===== src/rtl/regfile_dump_reader.sv =====
// Read-side sequencer that walks a register range through both read ports of the
// 32 x 64-bit register file and streams each value with its index over valid/ready.
module regfile_dump_reader #(
    parameter int DATA_W   = 64,
    parameter int ADDR_W   = 5,
    parameter int NUM_REGS = 32
) (
    input  logic              clk,
    input  logic              reset,
    input  logic              start,
    input  logic [ADDR_W-1:0] first_reg,
    input  logic [ADDR_W-1:0] last_reg,
    output logic [ADDR_W-1:0] RS1,
    output logic [ADDR_W-1:0] RS2,
    input  logic [DATA_W-1:0] ReadData1,
    input  logic [DATA_W-1:0] ReadData2,
    output logic              out_valid,
    input  logic              out_ready,
    output logic [DATA_W-1:0] out_data,
    output logic [ADDR_W-1:0] out_addr,
    output logic              busy,
    output logic              done
);

    localparam logic [2:0] IDLE   = 3'd0;
    localparam logic [2:0] READ   = 3'd1;
    localparam logic [2:0] SEND_A = 3'd2;
    localparam logic [2:0] SEND_B = 3'd3;
    localparam logic [2:0] FIN    = 3'd4;

    function automatic logic [ADDR_W-1:0] wrap_inc(input logic [ADDR_W-1:0] a);
        if (a == ADDR_W'(NUM_REGS - 1)) begin
            wrap_inc = '0;
        end else begin
            wrap_inc = a + ADDR_W'(1);
        end
    endfunction

    logic [2:0]        state_q, state_d;
    logic [ADDR_W-1:0] ptr_q, ptr_d;
    logic [ADDR_W-1:0] last_q, last_d;
    logic [DATA_W-1:0] hold_a_q, hold_a_d;
    logic [DATA_W-1:0] hold_b_q, hold_b_d;
    logic [ADDR_W-1:0] rs1_q, rs1_d;
    logic [ADDR_W-1:0] rs2_q, rs2_d;
    logic              out_valid_q, out_valid_d;
    logic [DATA_W-1:0] out_data_q, out_data_d;
    logic [ADDR_W-1:0] out_addr_q, out_addr_d;
    logic              busy_q, busy_d;
    logic              done_q, done_d;
    logic              hs_s;
    logic [ADDR_W-1:0] ptr_plus1_s;

    assign hs_s        = out_valid_q & out_ready;
    assign ptr_plus1_s = wrap_inc(ptr_q);

    // Next-state, pointer and holding-register update.
    always_comb begin
        state_d  = state_q;
        ptr_d    = ptr_q;
        last_d   = last_q;
        hold_a_d = hold_a_q;
        hold_b_d = hold_b_q;
        case (state_q)
            IDLE: begin
                if (start) begin
                    if (first_reg > last_reg) begin
                        state_d = FIN;
                    end else begin
                        ptr_d   = first_reg;
                        last_d  = last_reg;
                        state_d = READ;
                    end
                end else begin
                    state_d = IDLE;
                end
            end
            READ: begin
                hold_a_d = ReadData1;
                hold_b_d = ReadData2;
                state_d  = SEND_A;
            end
            SEND_A: begin
                if (hs_s) begin
                    state_d = (ptr_q == last_q) ? FIN : SEND_B;
                end else begin
                    state_d = SEND_A;
                end
            end
            SEND_B: begin
                if (hs_s) begin
                    if (ptr_plus1_s == last_q) begin
                        state_d = FIN;
                    end else begin
                        ptr_d   = wrap_inc(ptr_plus1_s);
                        state_d = READ;
                    end
                end else begin
                    state_d = SEND_B;
                end
            end
            FIN:     state_d = IDLE;
            default: state_d = IDLE;
        endcase
    end

    // Outputs are precomputed from next state so every port comes straight off a flop;
    // read addresses are loaded on entry to READ and otherwise hold.
    always_comb begin
        rs1_d       = rs1_q;
        rs2_d       = rs2_q;
        out_valid_d = (state_d == SEND_A) || (state_d == SEND_B);
        busy_d      = (state_d != IDLE);
        done_d      = (state_d == FIN);
        if (state_d == READ) begin
            rs1_d = ptr_d;
            rs2_d = wrap_inc(ptr_d);
        end else begin
            rs1_d = rs1_q;
            rs2_d = rs2_q;
        end
        case (state_d)
            SEND_A: begin
                out_addr_d = ptr_d;
                out_data_d = hold_a_d;
            end
            SEND_B: begin
                out_addr_d = wrap_inc(ptr_d);
                out_data_d = hold_b_d;
            end
            default: begin
                out_addr_d = '0;
                out_data_d = '0;
            end
        endcase
    end

    // State and output registers.
    always_ff @(posedge clk or negedge reset) begin
        if (!reset) begin
            state_q     <= IDLE;
            ptr_q       <= '0;
            last_q      <= '0;
            hold_a_q    <= '0;
            hold_b_q    <= '0;
            rs1_q       <= '0;
            rs2_q       <= '0;
            out_valid_q <= 1'b0;
            out_data_q  <= '0;
            out_addr_q  <= '0;
            busy_q      <= 1'b0;
            done_q      <= 1'b0;
        end else begin
            state_q     <= state_d;
            ptr_q       <= ptr_d;
            last_q      <= last_d;
            hold_a_q    <= hold_a_d;
            hold_b_q    <= hold_b_d;
            rs1_q       <= rs1_d;
            rs2_q       <= rs2_d;
            out_valid_q <= out_valid_d;
            out_data_q  <= out_data_d;
            out_addr_q  <= out_addr_d;
            busy_q      <= busy_d;
            done_q      <= done_d;
        end
    end

    assign RS1       = rs1_q;
    assign RS2       = rs2_q;
    assign out_valid = out_valid_q;
    assign out_data  = out_data_q;
    assign out_addr  = out_addr_q;
    assign busy      = busy_q;
    assign done      = done_q;

endmodule

===== config.mk =====
export PLATFORM = sky130hd
export DESIGN_NAME = regfile_dump_reader
export DESIGN_NICKNAME = d
export VERILOG_FILES = /design/src/rtl/regfile_dump_reader.sv
export SDC_FILE = /design/constraint.sdc
export NUM_CORES = 1
export LEC_CHECK = 0
export BUFFER_PORTS_ARGS = -buffer_cell sky130_fd_sc_hd__buf_2
export CAP_MARGIN = 10
export CELL_PAD_IN_SITES_DETAIL_PLACEMENT = 1
export CELL_PAD_IN_SITES_GLOBAL_PLACEMENT = 2
export CORE_ASPECT_RATIO = 0.75
export CORE_MARGIN = 4
export CORE_UTILIZATION = 40
export CTS_BUF_LIST = sky130_fd_sc_hd__clkbuf_4
export DETAILED_ROUTE_END_ITERATION = 16
export GPL_TIMING_DRIVEN = 0
export PLACE_DENSITY = 0.94
export SLEW_MARGIN = 25
export SYNTH_ARGS = -nofsm -noshare
export SYNTH_HDL_FRONTEND = slang
export SYNTH_SLANG_ARGS = --single-unit

===== constraint.sdc =====
create_clock -name clk -period 5.35 [get_ports clk]
set_input_delay 0.2675 -clock clk [delete_from_list [all_inputs] [get_ports clk]]
set_output_delay 0.2675 -clock clk [all_outputs]
set_load 0.03 [all_outputs]

==> impl_results.md <==
- Outcome: finished, final reports clean
- Pre-antenna DRT Iters: 4
- Slew headroom: between 30% and 40%
- Post-route ant nets: 0
- Hold depth: 3
- Antenna violations before repair: 5
- Clk buf depth: 3
- Worst Hold Launch: first_reg[0]
- Synth cell types: 50
- Fraction of layout cells with a size suffix above 1: 41.62%
- Hold Fails Final Rpt: 0
- Syn nets: 803
- 1st-iter DRT viols: 235
- Critical path class: reg -> reg
- Final HPWL DP: 17890 um
- # rows: between 40 and 50
- DIE AREA: between 20000 and 30000 um2
- Post CTS Setup Buffer Count: 0
- Hold slack: between 90 and 100 ps
- Minimum clock period: approximately 4300 ps
- Die height: about 140 um
- Final Cycle Share: just over 80%
- Pin count of the biggest net entering global routing: 93
- Wire length per cell: 21.41 um
- CTS Sinks: 223
- TNS Setup: 0 ps
- Most frequent cells in the layout: buf_2, dfrtp_1, mux2_2
- Die width: about 180 um
- Main synth FF type: dfrtp_1
- RD Place Congestion: slightly below 0.8
- RR Endpoint: RS2[3]
- Routed vias/inst: 4.878
- Worst setup SP type: flop
- Clock buffer count from CTS: 54
- Max FO, Critical Path: 10
- R2R cell count: 15
- Setup repair after global routing missed its margin: no
- Core Box Area: 22170 um2
- #FFs+latches synth: around 220
- Post-synth EDFFs: 0
- FFs w/ async S/R, synth: between 90% and 100%
- CTS clk-pin slew, worst paths: 80 ps
- Cell area power density: about 630 nW/um2
- Req. time, crit path: 5870 ps
- Warnings from Yosys: 0
- Initial core utilization: 40.96%
- Clk root buf: clkbuf_4
- Register area share after synthesis: 61.46%
- Clk_skew: between 50 and 60 ps
- Critical path endpoint category: flop
- Register-to-register setup slack: 1040 ps
- Residual DRC: 0
- Worst IR Drop VDD: approximately 0.3 mV
- Grt ovf: 0
- Worst-Skew Late Latency: between 600 and 700 ps
- Final setup violation count: 0
- Total track usage: between 20% and 30%
- Htree depth: 2
- Worst Hold Class: in -> reg
- Fin. max-slew vios: 0
- Commonest non-fill, non-tap cell in the layout: buf_2
- Mean Syn Cell Area: 13.97 um2
- Overall power: roughly 0.008 W
- Cells after Synth: 650
- Vias in the first global route: roughly 8000
- Synthesized cell area: approximately 9100 um2
- LEAKAGE: 6.215 nW
- Actual slew at the worst max-slew pin: roughly 970 ps
- Buffers on Ports: 223
- Clock tree from TritonCTS: built
- Via count: 6815
- Io pins: 224
- Hold Path End: ptr_q[0]
- WL final: between 20000 and 30000 um
- Worst r2r src: ptr_q[0]
- NumNets Final: 1219
- Worst path arrival time: between 4000 and 5000 ps
- First-pass GRT wire length: 46170 um
- Max Freq: 231.8 MHz
- Max-cap violations: 0
- Layout area overhead: 38.78%
-- state kept, by name, summed over array words and instances (netlist names) --
register / count
RS1: 5
RS2: 5
busy: 1
done: 1
hold_a_q: 64
hold_b_q: 64
last_q: 5
out_addr: 5
out_data: 64
out_valid: 1
ptr_q: 5
state_q: 3
-- synthesized netlist by cell type (2+ instances only) --
master | n | area share (%)
a21o_1 | 3 | 0.25
a21oi_1 | 4 | 0.22
a31oi_1 | 2 | 0.14
and3_1 | 3 | 0.21
buf_1 | 2 | 0.083
buf_2 | 4 | 0.22
buf_4 | 5 | 0.41
clkbuf_1 | 21 | 0.87
dfrtp_1 | 223 | 61
ha_1 | 11 | 1.5
inv_1 | 10 | 0.41
mux2_2 | 139 | 17
mux2i_1 | 65 | 7.2
nand2_1 | 7 | 0.29
nand2b_1 | 4 | 0.28
nand3_1 | 8 | 0.44
nand3b_1 | 2 | 0.17
nand4_1 | 2 | 0.14
nor2_1 | 78 | 3.2
nor2b_1 | 3 | 0.21
nor3_1 | 6 | 0.33
nor4b_1 | 2 | 0.19
o21ai_0 | 3 | 0.17
o31ai_1 | 3 | 0.25
or3_1 | 3 | 0.21
xnor2_1 | 8 | 0.77
xor2_1 | 6 | 0.58
-- worst max path at each step --
stage,start,to,slack (ps),cells after the start
2_1_floorplan,ptr_q[0],out_addr[2],1660,14
3_3_place_gp,reset,hold_a_q[13],80,1
3_5_place_dp,ptr_q[0],RS2[3],1070,15
4_1_cts,ptr_q[0],RS2[3],1040,15
5_1_grt,ptr_q[0],RS2[3],650,15
6_report,ptr_q[0],RS2[3],1040,15
-- final cells by class --
type	instances	area, um2
fillers	2309	9569
plain buffers	33	155.1
well taps	294	367.9
inverters	10	37.54
clock inverters	17	75.07
multi-input cells	384	3307
clock buffers	71	533.0
flip-flops and latches	223	5580
repair buffers	360	2532
diodes	5	12.51
-- kinds of logic after synthesis --
kind of cell               count (synthesis)  synth area share (%)
adders and majority gates                 11                 1.516
AOI/OAI and AO/OA                         28                 2.315
xor gates and xnor gates                  15                 1.530
muxes                                    205                 24.65
and+or+nand+nor                          125                 6.408
buffers and inverters                     43                 2.122
DFF                                      223                 61.46
-- report_power, final --
| group | internal, W | switching, W |
|---|---|---|
| clock | 0.000616 | 0.000709 |
| sequential | 0.00250 | 0.000301 |
| combinational | 0.00157 | 0.00228 |
-- worst max-delay path: stages, from the launching register on --
cell	delay, ps
dfrtp_1	480
ha_1	270
and3_1	190
ha_1	270
nor2b_1	220
mux2i_4	140
xnor2_1	210
o21ai_1	190
o311ai_2	640
ha_1	350
and3_1	190
ha_1	140
clkbuf_1	330
nor3_1	100
and4_1	200
a221o_1	250
-- routing by layer --
layer / share of wire (%) / track usage (%)
met5: 0 / 0
met4: 1.7 / 5.527
met3: 6.3 / 6.670
met2: 50 / 41.20
met1: 42 / 28.64
-- metrics by stage --
stage	cells	util (%)	setup slack, ps	cell area, um2
6_report	1397	56.84	1036	12600
5_1_grt	1397	56.84	647.1	12600
4_1_cts	1392	56.78	1042	12590
3_5_place_dp	1169	47.94	1073	10630
3_3_place_gp	1167	47.65	76.19	10560
2_1_floorplan	650	-	1664	9080
-- repair_timing --
item / CTS / global route
resized for setup: 0 / 0
setup endpoints to repair: 0 / 0
hold buffers: 135 / 0
hold endpoints to repair: 409 / 0
Note: power is estimated with default switching activity, not from simulation.
